**src/rtl/sar_search.sv**
```systemverilog
// Binary-search initiator: presents probe values to an external magnitude
// comparator and narrows [lo, hi] on each eq/lt/gt reply until it converges.
module sar_search #(
  parameter int unsigned WIDTH = 4,
  parameter int unsigned CNT_W = $clog2(WIDTH + 2)
) (
  input  logic             clk,
  input  logic             rst_n,
  input  logic             start,
  output logic [WIDTH-1:0] probe,
  output logic             probe_valid,
  input  logic             cmp_valid,
  input  logic             eq,
  input  logic             lt,
  input  logic             gt,
  output logic             busy,
  output logic             done,
  output logic             found,
  output logic             err,
  output logic [WIDTH-1:0] result,
  output logic [CNT_W-1:0] probe_count
);

  // Bounds carry one extra bit so lo can reach 2^WIDTH and hi can reach -1.
  localparam int unsigned BW = WIDTH + 1;
  localparam logic [BW-1:0]    HI_INIT    = BW'((1 << WIDTH) - 1);
  localparam logic [WIDTH-1:0] PROBE_INIT = WIDTH'((1 << (WIDTH - 1)) - 1);

  typedef enum logic [1:0] {
    IDLE  = 2'd0,
    PROBE = 2'd1,
    DONE  = 2'd2
  } state_t;

  state_t        state;
  logic [BW-1:0] lo;
  logic [BW-1:0] hi;

  logic [BW-1:0]    lo_n;
  logic [BW-1:0]    hi_n;
  logic [BW-1:0]    span;
  logic [BW-1:0]    mid;
  logic [WIDTH-1:0] probe_n;
  logic             empty_c;
  logic             legal_c;
  logic             start_ok;

  // Candidate bounds and next probe assuming the current reply is accepted.
  always_comb begin
    lo_n = lo;
    hi_n = hi;
    if (lt) lo_n = BW'(probe) + BW'(1);
    if (gt) hi_n = BW'(probe) - BW'(1);
    // hi never exceeds 2^WIDTH-1, so its top bit marks underflow below zero.
    empty_c = $signed({1'b0, lo_n}) > $signed({hi_n[BW-1], hi_n});
    span    = hi_n - lo_n;
    mid     = lo_n + (span >> 1);
    probe_n = WIDTH'(mid);
    legal_c = $onehot({eq, lt, gt});
  end

  // A start coinciding with the done pulse is deliberately dropped.
  assign start_ok = start && ((state == IDLE) || ((state == DONE) && !done));

  always_ff @(posedge clk or negedge rst_n) begin
    if (!rst_n) begin
      state       <= IDLE;
      lo          <= '0;
      hi          <= HI_INIT;
      probe       <= '0;
      probe_valid <= 1'b0;
      busy        <= 1'b0;
      done        <= 1'b0;
      found       <= 1'b0;
      err         <= 1'b0;
      result      <= '0;
      probe_count <= '0;
    end else begin
      done <= 1'b0;
      case (state)
        PROBE: begin
          if (cmp_valid) begin
            probe_count <= probe_count + CNT_W'(1);
            if (!legal_c) begin
              err         <= 1'b1;
              found       <= 1'b0;
              state       <= DONE;
              done        <= 1'b1;
              busy        <= 1'b0;
              probe_valid <= 1'b0;
            end else if (eq) begin
              result      <= probe;
              found       <= 1'b1;
              state       <= DONE;
              done        <= 1'b1;
              busy        <= 1'b0;
              probe_valid <= 1'b0;
            end else begin
              lo <= lo_n;
              hi <= hi_n;
              if (empty_c) begin
                found       <= 1'b0;
                state       <= DONE;
                done        <= 1'b1;
                busy        <= 1'b0;
                probe_valid <= 1'b0;
              end else begin
                probe <= probe_n;
              end
            end
          end
        end
        default: begin
          if (start_ok) begin
            lo          <= '0;
            hi          <= HI_INIT;
            probe       <= PROBE_INIT;
            probe_count <= '0;
            found       <= 1'b0;
            err         <= 1'b0;
            probe_valid <= 1'b1;
            busy        <= 1'b1;
            state       <= PROBE;
          end
        end
      endcase
    end
  end

endmodule

```
**config.mk**
```make
export PLATFORM = sky130hd
export DESIGN_NAME = sar_search
export DESIGN_NICKNAME = d
export VERILOG_FILES = /design/src/rtl/sar_search.sv
export SDC_FILE = /design/constraint.sdc
export NUM_CORES = 1
export LEC_CHECK = 0
export BUFFER_PORTS_ARGS = -buffer_cell sky130_fd_sc_hd__buf_4
export CORE_ASPECT_RATIO = 2
export CORE_MARGIN = 4
export CORE_UTILIZATION = 55
export DETAILED_ROUTE_END_ITERATION = 8
export PLACE_DENSITY = 0.81
export REMOVE_ABC_BUFFERS = 1
export SYNTH_ARGS = -nofsm -noshare
export SYNTH_HDL_FRONTEND = slang
export SYNTH_SLANG_ARGS = --single-unit
```
**constraint.sdc**
```tcl
create_clock -name clk -period 9.3 [get_ports clk]
set_clock_uncertainty 0.05 [all_clocks]
set_input_delay 0.465 -clock clk [delete_from_list [all_inputs] [get_ports clk]]
set_output_delay 0.465 -clock clk [all_outputs]
set_load 0.01 [all_outputs]
```
Yosys cells after proc, flatten, opt, wreduce, memory -nomap -nowiden
Cells that the tools add are included.
- order comparisons: 1
- add/sub/neg operators: 7
- multiplexer cells: 46
- eq/ne operators: 9
- reduce and logical (&&, ||, !) cells: 12
- operators by type and width (operator ; count):
    $mux 5 ; 12
    $mux 4 ; 6
    $mux 1 ; 19
    $mux 2 ; 6
    $ne 2x2->1 const B ; 5
    $mux 3 ; 3
    $reduce_and 4->1 ; 2
    $gt 6x5->1 ; 1
    $reduce_and 3->1 ; 2
    $add 4x1->5 const B ; 1
    $reduce_and 5->1 ; 1
    $sub 4x1->5 const B ; 1
    $sub 5x5->5 ; 1
    $add 4x4->4 ; 1
    $eq 2x1->1 const B ; 2
    $ne 4x4->1 const B ; 1
    $add 3x1->3 const B ; 1
    $add 1x1->2 ; 1
    $add 2x1->2 ; 1
    $eq 2x2->1 const B ; 1
    $logic_and 1x1->1 ; 2
    $logic_not 2->1 ; 1
    $reduce_and 2->1 ; 1
    $reduce_bool 2->1 ; 1
    2 further kinds ; 2
- input port bits: 7
- logic and storage cells: 85
- output and inout bits: 16
- register bits: 27

Logic depth before layout (Yosys ltp)
Gate-level depths: netlist of run 1.
- word-level depth: 9
- gate-level depth with buffers: 15

Worst setup path after synthesis of run 1
Ideal clock, no wire load.
- path kind: reg-to-reg
- from: register probe[0]
- to: register probe[3]
- period minus slack after synthesis: 3.124 ns
- slack: 6.176 ns
- stages on the path, launching flop included: 14
- data required time: 9.172 ns
- setup time: 0.078 ns
- arrival: 2.996 ns
- cell sequence: dfrtp_1 inv_1 ha_1 mux2i_1 ha_1 a21o_1 a21oi_1 xnor2_1 ha_1 a21oi_1 xnor2_1 xnor2_1 xnor2_1 o2bb2ai_1
- word-level cells in the longest chain between the ends: 9
- elaborated cells on any way between the ends: 14
- classes of those cells: add/sub (4); order compare (1); eq/ne (1); mux (7); reduce/logical (1)
- RTL lines (element ; line ; source):
    start: declaration ; 10 ; output logic [WIDTH-1:0] probe,
    start signal: assignment ; 108 ; probe <= probe_n;
    $sub 4x1->5 or $add 4x1->5 (tied branches) ; 53, 52 ;
    $mux 5, on equally long branches ; 53, 52 ;
    $sub 5x5->5 ; 56 ; span = hi_n - lo_n;
    $add 4x4->4 ; 57 ; mid = lo_n + (span >> 1);
    $mux 4 ; 101 ; if (empty_c) begin
    $mux 4 ; 91 ; end else if (eq) begin
    $mux 4 ; 84 ; if (!legal_c) begin
    $mux 4 ; 82 ; if (cmp_valid) begin
    $mux 4 ; 80 ; case (state)
Parallel ways exist; a longest one is shown, timed or not. The select of a mux whose other input is x is not followed.
A chain may end at the register's enable or synchronous reset.

Worst setup path in the final report of run 1
Ends and elaborated chain as after synthesis.

==> results.py, run 1 <==
metrics = {
    "setup_path": {
        "crit_chain": "inv_1 -> ha_1 -> mux2i_1 -> ha_1 -> a21o_1 -> a21oi_1 -> xnor2_1 -> ha_1 -> a21oi_1 -> xnor2_1 -> xnor2_1 -> xnor2_1 -> o2bb2ai_1",
        "critical_path.startpoint_type": "flip-flop",
        "criticalPathCategory": "reg -> reg",
        "worst-endpoint-arrival_ns": 3.64,
        "cpMostUsedCell": "sky130_fd_sc_hd__xnor2_1",
        "critical_path.max_stage_delay_ns": 0.49,
        "critPathRequiredTime_ns": 9.45,
        "worst-path-max-fanout": 7,
        "timing.critical_path.slowest_stage_cell": "sky130_fd_sc_hd__dfrtp_1",
        "critPathCaptureType": "flip-flop",
    },
    "clock_network": {
        "ctsResizeCount": 0,
        "max-clock-path-buffers": 2,
        "insertion_delay_ns": 0.27,
        "clock_transition_time_at_the_flip_flop_clock_pins_of_the_worst_setup_and_hold_paths_ns": 0.09,
        "cts_inserted_buffers": 3,
        "clock_tree.htree_level_count": 1,
        "clock-root-buffer": "sky130_fd_sc_hd__clkbuf_8",
        "tritoncts_num_sinks": 26,
        "post_cts_buffers": 0,
        "cts-hold-fix-buffers": 0,
        "cts_tree": "done",
    },
    "placement": {
        "gp_routability_congestion": 0.8723,
        "placed_cell_area_sq_um": 1941,
        "buffer_ports.inserted": 22,
        "dp_hpwl_um": 3263,
        "placement.setup.worst_slack_ns": 5.841,
        "place_inst": 220,
    },
    "cells_and_area": {
        "mostFrequentLayoutCells": "23 x sky130_fd_sc_hd__buf_4, 22 x sky130_fd_sc_hd__dfrtp_1, 18 x sky130_fd_sc_hd__inv_1, 16 x sky130_fd_sc_hd__ha_1, 12 x sky130_fd_sc_hd__nand2_1",
        "mostFrequentLayoutCell": "sky130_fd_sc_hd__buf_4",
        "multi_input_comb_area_sq_um": 1006,
        "final_area_sq_um": 1996,
        "fin_nets": 220,
        "syn2layout_area_growth_pct": 11.46,
        "insertedDiodeCount": 0,
        "fill_cells": 258,
        "final-seq-area_sq_um": 655.6,
        "final_layout_size_suffix_gt1_frac": 0.2487,
        "final-instance-count-excl-fill": 224,
    },
    "logic_synthesis": {
        "post_synth_xor_area_fraction": 0.05381,
        "dominant_combinational_cell_family_by_area_after_synthesis": "compound AO/OA/AOI/OAI gates",
        "yosysUniqueCellTypes": 45,
        "dominantRegCellSynth": "sky130_fd_sc_hd__dfrtp_1",
        "synthArstFlopShare": 1.000,
        "synthDominantCellAreaShare": 0.3075,
        "synthDominantAreaCellType": "sky130_fd_sc_hd__dfrtp_1",
        "synth-edff-count": 0,
        "synth_area_per_cell_sq_um": 10.23,
        "post_synth_and_or_nand_nor_area_fraction": 0.1146,
        "ys_ff_latch": 26,
        "synth_top_cells_by_area": "sky130_fd_sc_hd__dfrtp_1 31%, sky130_fd_sc_hd__ha_1 11%, sky130_fd_sc_hd__dfstp_2 5.9%",
        "synthesis.area_sq_um": 1790,
        "synth.mux.area_fraction": 0.04822,
        "synth_compound_area_frac": 0.1999,
        "post_synth_inst_count": 175,
        "yosysWarnings": 0,
        "yosys.area_share.adder": 0.1454,
        "synth.yosys.seq_area_share": 0.3662,
    },
    "routing": {
        "postRouteWirelength_um": 4132,
        "wirelength_met1_um": 1420,
        "drtAntennaViolNets": 0,
        "route.detailed.drc": 0,
        "via_per_inst": 6.094,
        "total_vias_in_the_final_route": 1365,
        "wire_per_inst_um": 18.45,
        "wl_met3_um": 171,
        "top_layer": "met4",
        "drt_pass1_iterations": 5,
        "wl_met2_um": 2351,
        "drtIter0Drc": 31,
    },
    "die": {
        "core_sq_um": 3157,
        "boundaryPins": 23,
        "dieHeight_um": 88.69,
        "floorplan.initialDensity": 0.5672,
        "die_area_sq_um": 4288,
        "rows": 29,
        "dieWidth_um": 48.35,
    },
    "global_route": {
        "number_of_global_route_vias_before_repair": 1462,
        "grt_first_pass_wirelength_um": 6762,
        "grt_overflow_total": 0,
        "grt_max_degree": 27,
        "grt_util_all_layers": 0.2022,
        "grt_antenna_before_repair": 0,
    },
    "timing": {
        "hold_violations": 0,
        "layout_setup_ws_ns": 5.804,
        "setup_viol": 0,
        "slew-limit-headroom": 0.6026,
        "slew_violations": 0,
        "achievable-frequency_ghz": 0.2860,
        "tightestPinTransition_ns": 0.5796,
        "layout_min_cycle_time_ns": 3.496,
        "rsz0062_at_grt": "no",
        "layout_worst_path_cycle_share": 0.3759,
        "finalSetupTns_ns": 0,
    },
    "min_path": {
        "hold_path.class": "in -> async",
    },
    "power_and_ir_drop": {
        "power_density_nw_per_um2": 367.4,
        "power.leakage_nw": 0.9721,
        "worst_ir_drop_vdd_mv": 0.2468,
    },
    "run_status": {
        "status": "finished clean",
    },
    "flow_run": {
        "cap_violations": 0,
    },
}
-- flip-flops by register name, summed over array words and instances, names as in the netlist --
name,cells
state,2
probe_count,3
lo,5
hi,5
probe,4
result,4
err,1
found,1
done,1
-- layer usage --
metal / GRT usage / vias to the layer above
li1: - / 637
met1: 0.1831 / 667
met2: 0.3940 / 45
met3: 0.03879 / 16
met4: 0.1285 / 0
met5: 0 / -
-- critical path, delay by kind of cell, from the launching register on --
family | cells | cell delay [ns]
AOI/OAI and AO/OA | 4 | 0.70
DFF | 1 | 0.49
muxes | 1 | 0.49
buffers and inverters | 1 | 0.11
xor gates and xnor gates | 4 | 0.60
adders and majority gates | 3 | 1.00
-- cell type report --
class / count / share of cell area
clock buffer: 4 / 0.02759
tap: 31 / 0.01944
timing repair buffer: 23 / 0.08652
inverter: 18 / 0.03386
multi-input combinational: 122 / 0.5041
sequential: 26 / 0.3285
-- cells by family after synthesis --
logic type      count (synthesis)
compound gates                 46
buf+inv                        27
flops                          26
xor+xnor                       11
mux                             8
fa+ha+maj                      19
simple gates                   38
-- cells in the mapped netlist (4+ instances only) --
library cell	count
sky130_fd_sc_hd__a21o_1	7
sky130_fd_sc_hd__a21oi_1	11
sky130_fd_sc_hd__buf_2	4
sky130_fd_sc_hd__dfrtp_1	22
sky130_fd_sc_hd__dfstp_2	4
sky130_fd_sc_hd__ha_1	16
sky130_fd_sc_hd__inv_1	18
sky130_fd_sc_hd__mux2_2	5
sky130_fd_sc_hd__nand2_1	12
sky130_fd_sc_hd__nor2_1	9
sky130_fd_sc_hd__o21ai_0	6
sky130_fd_sc_hd__o31ai_1	6
sky130_fd_sc_hd__xnor2_1	9
-- final timing paths --
check,start,end,slack [ns],cells past startpoint
setup / recovery,probe[0],probe[3],5.80,13
hold / removal,rst_n,state[0],0.04,1
setup reg to reg,probe[0],probe[3],5.80,13
hold reg to reg,hi[4],hi[4],0.44,2
max in group asynchronous,rst_n,hi[3],8.86,1
min in group clk,hi[4],hi[4],0.44,2
-- per-stage QoR --
step | util | power, mW | hold WS, ns
floorplan | - | 0.5121 | 0.1194
global placement | 0.6147 | 0.6226 | 0.3353
detailed placement | 0.6147 | 0.6563 | 0.3410
CTS | 0.6322 | 0.7333 | 0.05022
global route | 0.6322 | 0.7852 | 0.05710
finish | 0.6322 | 0.7332 | 0.03601
-- power by group --
part           internal [mW]  switching, mW
logic                  0.207          0.245
registers              0.164         0.0440
clock network         0.0378         0.0352
Power figures use the tool's default switching activity.
==> run 2, diff against run 1 <==
Settings changed: ABC_AREA set to 1.
Clock period 9.3 ns to 3.3 ns, I/O delays scaled along.
==> results.py, run 2 <==
metrics = {
    "run_status": {
        "status": "finished clean",
    },
    "logic_synthesis": {
        "yosysUniqueCellTypes": 33,
        "synth-edff-count": 0,
        "synth.yosys.seq_area_share": 0.3376,
        "synth_top_cells_by_area": "sky130_fd_sc_hd__dfrtp_1 28%, sky130_fd_sc_hd__nand2_1 11%, sky130_fd_sc_hd__ha_1 10%",
        "synthDominantCellAreaShare": 0.2835,
        "yosysWarnings": 0,
        "synth_area_per_cell_sq_um": 8.091,
        "yosys-top-cells-count": "55 x sky130_fd_sc_hd__nand2_1, 40 x sky130_fd_sc_hd__inv_1, 22 x sky130_fd_sc_hd__dfrtp_1, 18 x sky130_fd_sc_hd__nand3_1, 16 x sky130_fd_sc_hd__ha_1",
        "post_synth_inst_count": 240,
        "synthArstFlopShare": 1.000,
        "synthDominantAreaCellType": "sky130_fd_sc_hd__dfrtp_1",
        "dominantRegCellSynth": "sky130_fd_sc_hd__dfrtp_1",
        "synthMostInstantiatedCell": "sky130_fd_sc_hd__nand2_1",
        "ys_ff_latch": 26,
        "synthesis.area_sq_um": 1942,
    },
    "cells_and_area": {
        "final_area_sq_um": 2295,
        "final_layout_size_suffix_gt1_frac": 0.2657,
        "fill_cells": 294,
        "insertedDiodeCount": 0,
        "fin_nets": 298,
        "fin_util": 0.6718,
        "syn2layout_area_growth_pct": 18.17,
        "multi_input_comb_area_sq_um": 1100,
        "final-seq-area_sq_um": 656.9,
        "mostFrequentLayoutCell": "sky130_fd_sc_hd__nand2_1",
        "largest_registers": "hi: 5 flops, lo: 5 flops",
        "mostFrequentLayoutCells": "55 x sky130_fd_sc_hd__nand2_1, 39 x sky130_fd_sc_hd__inv_1, 28 x sky130_fd_sc_hd__buf_4, 21 x sky130_fd_sc_hd__dfrtp_1, 18 x sky130_fd_sc_hd__nand3_1",
    },
    "timing": {
        "rsz0062_at_grt": "no",
        "hold_violations": 0,
        "layout_min_cycle_time_ns": 3.018,
        "tightestPinTransition_ns": 0.4162,
        "finalSetupTns_ns": 0,
        "achievable-frequency_ghz": 0.3313,
        "slew-limit-headroom": 0.7196,
        "final.hold.worst_slack_ns": 0.1928,
        "layout_worst_path_cycle_share": 0.9146,
        "setup_viol": 0,
        "slew_violations": 0,
    },
    "global_route": {
        "grt_util_all_layers": 0.2293,
        "grt_antenna_before_repair": 0,
        "global_route.peak_usage_layer": "met2",
        "number_of_global_route_vias_before_repair": 1778,
        "groute.layer.met2.usage": 0.4236,
        "groute.layer.met3.usage": 0.02439,
        "grt_overflow_total": 0,
        "grt_max_degree": 27,
        "grt_first_pass_wirelength_um": 7928,
        "gr-usage-met1": 0.2190,
    },
    "flow_run": {
        "cap_violations": 0,
    },
    "placement": {
        "placed_cell_area_sq_um": 2200,
        "dp_hpwl_um": 3827,
        "buffer_ports.inserted": 22,
        "gp_routability_congestion": 0.9181,
    },
    "setup_path": {
        "critPathCaptureType": "flip-flop",
        "regToRegSetupSlack_ns": 0.28,
        "worstSetupStartpoint": "probe[1]",
        "rr_endpoint": "probe[1]",
        "r2r_start": "probe[1]",
        "critPathCapture": "probe[1]",
        "critical_path.startpoint_type": "flip-flop",
        "r2r_cells": 11,
        "worst-path-max-fanout": 6,
        "worst-endpoint-arrival_ns": 3.18,
        "criticalPathCategory": "reg -> reg",
        "critPathRequiredTime_ns": 3.46,
    },
    "die": {
        "rows": 30,
        "boundaryPins": 23,
        "dieHeight_um": 92.03,
        "floorplan.initialDensity": 0.5685,
        "core_sq_um": 3416,
        "die_area_sq_um": 4603,
        "dieWidth_um": 50.02,
    },
    "routing": {
        "drtAntennaViolNets": 0,
        "via_per_inst": 5.335,
        "drt_pass1_iterations": 4,
        "route.detailed.drc": 0,
        "postRouteWirelength_um": 4801,
        "wire_per_inst_um": 15.05,
        "drtIter0Drc": 38,
        "total_vias_in_the_final_route": 1702,
    },
    "clock_network": {
        "max-clock-path-buffers": 2,
        "cts_tree": "done",
        "clock-root-buffer": "sky130_fd_sc_hd__clkbuf_8",
        "insertion_delay_ns": 0.27,
        "post_cts_buffers": 0,
        "clock_tree.htree_level_count": 1,
        "clock_transition_time_at_the_flip_flop_clock_pins_of_the_worst_setup_and_hold_paths_ns": 0.09,
        "tritoncts_num_sinks": 26,
        "cts_inserted_buffers": 3,
    },
    "power_and_ir_drop": {
        "worst_ir_drop_vdd_mv": 0.5227,
        "power.leakage_nw": 1.200,
        "power_density_nw_per_um2": 1062,
    },
    "min_path": {
        "hold_path.class": "in -> reg",
        "worst_hold_path.num_cells": 3,
        "holdCritStartpoint": "start",
    },
}
## run 2: kinds of logic (layout without fill, tap and decap cells)
family | count (synthesis) | count (layout) | share of synthesized area
simple gates | 108 | 108 | 0.2919
buf+inv | 49 | 80 | 0.1024
compound gates | 34 | 34 | 0.1160
flops | 26 | 26 | 0.3376
fa+ha+maj | 19 | 19 | 0.1340
xor+xnor | 4 | 4 | 0.01804
## run 2: worst min path at each step
stage | slack, ns | endpoint
5_1_grt | 0.20 | state[0]
3_5_place_dp | 0.05 | hi[4]
3_3_place_gp | 0.04 | hi[4]
6_report | 0.19 | state[0]
2_1_floorplan | -0.18 | done
4_1_cts | 0.19 | state[0]
## run 2: layout make-up
type | instances | area share
Multi-Input combinational cell | 165 | 0.4793
Tap cell | 48 | 0.02617
Clock buffer | 3 | 0.01799
Timing Repair Buffer | 29 | 0.09597
Inverter | 47 | 0.08124
Sequential cell | 26 | 0.2863
Clock inverter | 1 | 0.01309
## run 2: per-stage QoR
| stage | power, mW | std cells | setup slack [ns] |
|---|---|---|---|
| 2_1_floorplan | 1.613 | 238 | 0.4691 |
| 3_3_place_gp | 2.058 | 314 | 0.3068 |
| 3_5_place_dp | 2.104 | 314 | 0.2660 |
| 4_1_cts | 2.394 | 319 | 0.2337 |
| 5_1_grt | 2.664 | 319 | 0.007947 |
| 6_report | 2.436 | 319 | 0.2817 |
## run 2: worst max-delay path: stages, from the launching register on
cell                      delay (ns)
sky130_fd_sc_hd__dfrtp_1        0.44
sky130_fd_sc_hd__inv_1          0.10
sky130_fd_sc_hd__ha_1           0.31
sky130_fd_sc_hd__o21ai_0        0.38
sky130_fd_sc_hd__buf_4          0.21
sky130_fd_sc_hd__fa_1           0.39
sky130_fd_sc_hd__ha_1           0.21
sky130_fd_sc_hd__inv_1          0.07
sky130_fd_sc_hd__fa_1           0.44
sky130_fd_sc_hd__nand2_1        0.12
sky130_fd_sc_hd__nand4_1        0.14
sky130_fd_sc_hd__nand2_1        0.11
## run 2: where the power goes
group	total, mW	switching [mW]	internal [mW]
registers	0.536	0.0955	0.440
clock network	0.267	0.105	0.162
logic	1.63	0.991	0.643
## run 2: what timing repair did
item / CTS / global route
hold buffers: 1 / 0
gates resized for setup: 0 / 3
endpoints found under the setup margin: 0 / 1
hold endpoints to repair: 22 / 0
## run 2: layer usage
layer,routed length [um],vias up,part of all wire
met3,214,28,0.045
met2,2676,74,0.56
met4,339,0,0.071
met1,1571,779,0.33
li1,-,821,-
met5,0,-,0
